==> src/rtl/dma_arbiter.sv <==
// Round-robin arbiter sharing one DMA byte-transfer engine between CHANNELS requesters.
// Define DMA_ARB_PRIO0_EN to give channel 0 absolute priority over the rotation.
module dma_arbiter #(
  parameter int CHANNELS = 4,
  parameter int AW       = 22,
  parameter int SW       = 3
) (
  input  logic                  clk,
  input  logic                  rst,
  input  logic [CHANNELS-1:0]   ch_req,
  input  logic [CHANNELS*AW-1:0] ch_addr,
  input  logic [CHANNELS-1:0]   ch_rnw,
  input  logic [CHANNELS*8-1:0] ch_wd,
  output logic [CHANNELS-1:0]   ch_ack,
  output logic [CHANNELS-1:0]   ch_end,
  output logic [7:0]            ch_rd,
  output logic                  dma_req,
  output logic [AW-1:0]         dma_addr,
  output logic                  dma_rnw,
  output logic [7:0]            dma_wd,
  input  logic                  dma_ack,
  input  logic                  dma_end,
  input  logic [7:0]            dma_rd,
  input  logic                  dma_busynready,
  output logic [SW-1:0]         arb_owner,
  output logic                  arb_busy
);

  localparam int NSEL = 2**SW;

  logic [SW-1:0]   sel, fl, rr_next, cand;
  logic            pend, rr_found;
  logic [NSEL-1:0] req_ext, rnw_ext;
  logic [AW-1:0]   addr_a [NSEL];
  logic [7:0]      wd_a   [NSEL];

  // Channel views padded to the full index range so sel indexes them directly.
  always_comb begin
    // NOTE: every combinational output gets a default first, so no path can infer a latch.
    req_ext = NSEL'(ch_req);
    rnw_ext = NSEL'(ch_rnw);
    addr_a  = '{default: '0};
    wd_a    = '{default: '0};
    for (int i = 0; i < CHANNELS; i++) begin
      addr_a[i] = ch_addr[i*AW +: AW];
      wd_a[i]   = ch_wd[i*8 +: 8];
    end
  end

  assign dma_req   = req_ext[sel];
  assign dma_addr  = addr_a[sel];
  assign dma_rnw   = rnw_ext[sel];
  assign dma_wd    = wd_a[sel];
  assign ch_rd     = dma_rd;
  assign arb_owner = sel;
  assign arb_busy  = pend;

  always_comb begin
    ch_ack = '0;
    ch_end = '0;
    for (int i = 0; i < CHANNELS; i++) begin
      ch_ack[i] = dma_ack & (sel == SW'(i));
      ch_end[i] = dma_end & (fl == SW'(i));
    end
  end

  // Scan sel+1 .. sel (wrapping); the current owner is checked last.
  always_comb begin
    rr_found = 1'b0;
    rr_next  = sel;
    cand     = '0;
    for (int k = 1; k <= CHANNELS; k++) begin
      cand = SW'((int'(sel) + k) % CHANNELS);
      if (!rr_found && req_ext[cand]) begin
        rr_found = 1'b1;
        rr_next  = cand;
      end
    end
`ifdef DMA_ARB_PRIO0_EN
    if (ch_req[0]) begin
      rr_found = 1'b1;
      rr_next  = '0;
    end
`endif
  end

  always_ff @(posedge clk) begin
    if (rst) begin
      sel  <= '0;
      fl   <= '0;
      pend <= 1'b0;
    end else if (dma_ack) begin
      // NOTE: non-blocking, so fl captures the pre-edge sel while sel rotates at the same edge.
      fl   <= sel;
      pend <= 1'b1;
      if (rr_found) sel <= rr_next;
    end else begin
      if (dma_end) pend <= 1'b0;
      // Owner gave up while the engine is not holding a command: hand over now.
      if (!dma_busynready && !req_ext[sel] && rr_found) sel <= rr_next;
    end
  end

endmodule

==> config.mk <==
export PLATFORM = sky130hd
export DESIGN_NAME = dma_arbiter
export DESIGN_NICKNAME = d
export VERILOG_FILES = /design/src/rtl/dma_arbiter.sv
export SDC_FILE = /design/constraint.sdc
export NUM_CORES = 1
export LEC_CHECK = 0
export CORE_MARGIN = 2
export CORE_UTILIZATION = 27
export CTS_BUF_LIST = sky130_fd_sc_hd__clkbuf_8
export CTS_CLUSTER_DIAMETER = 30
export CTS_CLUSTER_SIZE = 40
export DETAILED_ROUTE_END_ITERATION = 6
export GPL_TIMING_DRIVEN = 1
export PLACE_DENSITY_LB_ADDON = 0.05
export SLEW_MARGIN = 20
export SYNTH_ARGS = -nofsm -noshare
export SYNTH_HDL_FRONTEND = slang
export SYNTH_SLANG_ARGS = --single-unit
export TNS_END_PERCENT = 50
==> constraint.sdc <==
create_clock -name clk -period 5.7 [get_ports clk]
set_clock_uncertainty 0.1 [all_clocks]
set_input_delay 1.71 -clock clk [delete_from_list [all_inputs] [get_ports clk]]
set_output_delay 1.71 -clock clk [all_outputs]
set_load 0.01 [all_outputs]
---- Word-level counts from Yosys, hierarchy flattened ----
Index checks and enable logic that the tools add are counted.
W data, S select, Z words.
storage, ports and cells
  flip-flop bits (word level) ............. 7
  output and inout bits ................... 52
  logic and storage cells ................. 83
operators by class
  add/sub/neg operators ................... 4
  order comparisons ....................... 6
  equal/unequal tests ..................... 7
  muxes and demuxes ....................... 31
  bitwise logic cells ..................... 13
  reduce and logical (&&, ||, !) cells .... 19
operators with widths
  kind                   number
  $bmux W22 S3           1
  $mux W22               2
  $bmux W8 S3            1
  $mux W3                7
  $lt A3 B4 Y1 const B   5
  $bmux W1 S3            6
  $mux W8                2
  $eq A3 B2 Y1 const B   4
  $mux W1                12
  $and A1 B1 Y1          8
  $reduce_or A2 Y1       4
  $eq A3 B1 Y1 const B   2
  $logic_not A3 Y1       2
  $logic_and A1 B1 Y1    5
  $logic_not A1 Y1       5
  $add A2 B1 Y2 const B  2
  $add A2 B2 Y2 const B  2
  $and A1 B1 Y1 const A  4
  $ge A4 B4 Y1 const B   1
  $not A3 Y4             1
  $reduce_bool A2 Y1     2
  $ne A2 B1 Y1 const B   1
  $reduce_and A2 Y1      1

---- Depth between registers and ports, before layout ----
  depth after elaboration ................. 18
  mapped depth ............................ 9

---- Worst setup path before layout ----
OpenSTA, ideal clock, no wires.
  kind .................................... input to output
  start ................................... input port ch_req[3]
  end ..................................... output port dma_req
  arrival ................................. 2.213 ns
  data required time ...................... 3.890 ns
  slack ................................... 1.677 ns
  stages on the path ...................... 1
  buffers on the path ..................... 0
  path through ............................ mux4_2
between the ends
  cells in the longest elaborated chain, start to end .. 2
ends and longest elaborated chain
  element                        RTL line  text
  from (decl)                    10        input logic [CHANNELS-1:0] ch_req,
  $bmux W1 S3                    50        assign dma_req = req_ext[sel];
  $mux W1 (not written as such)  50
  to (decl)                      17        output logic dma_req,
Every way passes these cells. The select of a mux whose other input is x is not followed.

---- Worst setup path after layout ----
Same ends and word-level chain as after synthesis.

==> metrics.md <==
| Metric | Value |
|---|---|
| # resized after CTS | `0` |
| Area grow syn2layout | `132%` |
| First-pass GRT wire length | `9490 um` |
| Design area | `3110 um2` |
| Net switching power | `416 uW` |
| Pwr dens | `358 nW/um2` |
| Die area | `5560 um2` |
| GR Util met3 | `8.81%` |
| Seq/Total Area, Yosys | `7.44%` |
| VDD IR max | `0.000268 V` |
| Initial drt markers | `36` |
| Std cell rows | `25` |
| Post-DP Area | `3070 um2` |
| Post-synth cell types | `29` |
| FF+latch count, synth | `5` |
| Top post-synthesis cells by count | `mux4_2, buf_4, nor2_1` |
| Boundary Pins | `193` |
| Clk Latency, worst-skew pair | `0.22 ns` |
| Crit start category | `input port` |
| Residual DRC | `0` |
| Worst Setup End Kind | `primary output` |
| Top-area cell type share of the netlist area | `56.9%` |
| Setup Buffers After CTS | `0` |
| Die width | `74.6 um` |
| Final Hold Viols | `0` |
| Tot GR Track Use | `23.3%` |
| WHS Endpoint | `arb_busy$_SDFFE_PP0P_` |
| FF-to-FF setup slack | `2.96 ns` |
| Hold Buf Count CTS | `0` |
| Core ar. | `4750 um2` |
| Count of final max-slew check failures | `0` |
| CTS tree | `yes` |
| Hold Path Cell Cnt | `2` |
| Most numerous cell in the Yosys netlist | `mux4_2` |
| Hold Path Class | `register to register` |
| RSZ-0062 raised after global routing | `false` |
| Dominant cells by area after synthesis | `mux4_2, dfxtp_1, buf_4` |
| Synth Instances | `108` |
| Tot Pwr | `1.11 mW` |
| Mean Syn Cell Area | `12.5 um2` |
| CTS Buf Count | `3` |
| HPWL after DPL | `5610 um` |
| Max Freq | `197 MHz` |
| Sequential Power Share | `11.1%` |
| Gr busiest metal | `met2` |
| Initial Util | `28.3%` |
| Drt first pass iters | `4` |
| Register cell area after layout | `103 um2` |
| Status | `complete, no violations` |
| GRT overflow | `0` |
| RePlAce Congestion | `0.774` |
| Top_reg_cell synth | `dfxtp_1` |
| Vias | `1636` |
| Critical path arrival | `3.28 ns` |
| Met1 Use GR | `26.6%` |
| Drt via density | `4.85` |
| # setup viols final | `0` |
| FF-to-FF path depth | `6` |
| Pre-CTS worst setup slack | `0.633 ns` |
| Worst r2r dst | `arb_owner[0]$_SDFFE_PP0P_` |
| Largest area contributor in the netlist | `mux4_2` |
| Clock Path Buffers | `2` |
| Yosys warnings | `0` |
| Worst Path Required | `3.89 ns` |
| # H-tree levels | `1` |
| GRT met2 Usage | `40.9%` |
| Clk sinks | `5` |
| Nets | `416` |
| Int Pwr | `699 uW` |
| Routed WL | `6660 um` |
| Syn_nets | `253` |
| TNS Setup | `0 ns` |
| Crit Path Max Fanout | `7` |
| Combinational fraction of design power | `83.4%` |
| Number of synthesized flops with an enable pin | `0` |
| Vias in the first global route | `1739` |
| Worst-margin pin slew | `0.993 ns` |
| Final worst slack | `0.613 ns` |
| Clk root buf | `clkbuf_8` |
| Input/output buffers | `175` |
| Area taken by multi-input logic gates | `1100 um2` |
| Clock transition at path regs | `0.03 ns` |
| Diodes inserted | `0` |
| Hold Startpoint | `arb_busy$_SDFFE_PP0P_` |
| Largest net degree at the start of global routing | `43` |
| Worst relative slew slack | `33.8%` |
| Min Tclk post-route | `5.09 ns` |
| Fraction of registers with async set/reset | `0%` |
| Smallest hold slack | `0.380 ns` |
| Fin crit share | `89.2%` |
| Wire per inst | `19.8 um` |
| Pleak | `1.11 nW` |
| Switching Fraction | `37.3%` |
| Reg-to-Reg Start | `arb_owner[1]$_SDFFE_PP0P_` |
| Antenna violations before repair | `0` |
| # Max-Cap Violations | `0` |
| Layout cell share with drive strength beyond 1 | `17.0%` |
| Critical path class | `input port to primary output` |
| Die height | `74.6 um` |
| FILL cells | `409` |
| Clock Power Share | `5.6%` |
| Routed Antenna Nets | `0` |
| Synthesized area | `1350 um2` |
-- per-layer routing --
metal	routed length [um]	vias up
li1	-	756
met1	2500	769
met2	3270	101
met3	769	10
met4	120	0
met5	0	-
-- area by class of cell --
class                           count  share of cell area, %
Tap cell                           67                   2.69
Sequential cell                     5                   3.29
Multi-Input combinational cell     79                   35.2
Clock buffer                        3                   1.33
Timing Repair Buffer              177                   56.7
Clock inverter                      1                  0.121
Inverter                            5                  0.603
-- power groups by stage --
stage / sequential, mW / clock (mW) / combinational (mW)
6_report: 0.123 / 0.0621 / 0.929
2_1_floorplan: 0.0625 / 0 / 0.567
3_3_place_gp: 0.125 / 0 / 0.932
5_1_grt: 0.133 / 0.0685 / 0.985
4_1_cts: 0.126 / 0.0645 / 0.939
3_5_place_dp: 0.127 / 0 / 0.930
-- critical path: stages --
cell             delay, ns
clkdlybuf4s50_1       0.52
mux4_2                0.55
clkdlybuf4s50_1       0.50
-- how the worst max path moves through the flow --
stage                          from      end  slack, ns  cells past startpoint
final                     ch_req[3]  dma_req       0.61                      3
after global placement    ch_req[3]  dma_req       0.65                      3
after global routing      ch_req[3]  dma_req       0.57                      3
after detailed placement  ch_req[3]  dma_req       0.63                      3
after CTS                 ch_req[3]  dma_req       0.61                      3
after floorplan           ch_req[3]  dma_req       1.68                      1
-- cells by family after synthesis --
kind of cell | synth area share [%]
buffers and inverters | 11.0
AND/OR/NAND/NOR | 10.3
flip-flops | 7.44
other | 0.279
AO/OA/AOI/OAI | 6.23
adder cells (fa/ha/maj) | 3.72
multiplexers | 61.0
-- state kept, by name, indices dropped and copies added (netlist names) --
signal / count
arb_owner: 2
arb_busy: 1
fl: 2
-- layout by cell type, fill, tap and decap left out --
cell	n
a31oi_1	2
ha_1	4
dfxtp_1	3
and3_1	2
nor3_1	2
nor2b_1	2
o21bai_2	1
clkbuf_8	3
buf_4	2
conb_1	1
dfxtp_2	2
nand3_1	3
inv_1	6
a311oi_2	1
nand2_1	1
a21oi_1	2
o21ai_0	2
mux2_4	1
nor3b_1	1
clkdlybuf4s50_1	175
o2bb2ai_2	1
nand4b_1	1
mux4_2	34
mux2i_1	4
a32o_1	1
and2_1	4
nand2b_4	1
nor2_1	8
-- through the flow --
stage | cells | utilization (%)
finish | 337 | 65.5
global route | 337 | 65.5
CTS | 337 | 65.5
detailed placement | 333 | 64.6
global placement | 333 | 64.6
floorplan | 108 | -
No activity file was read; power rests on OpenSTA's default activity.
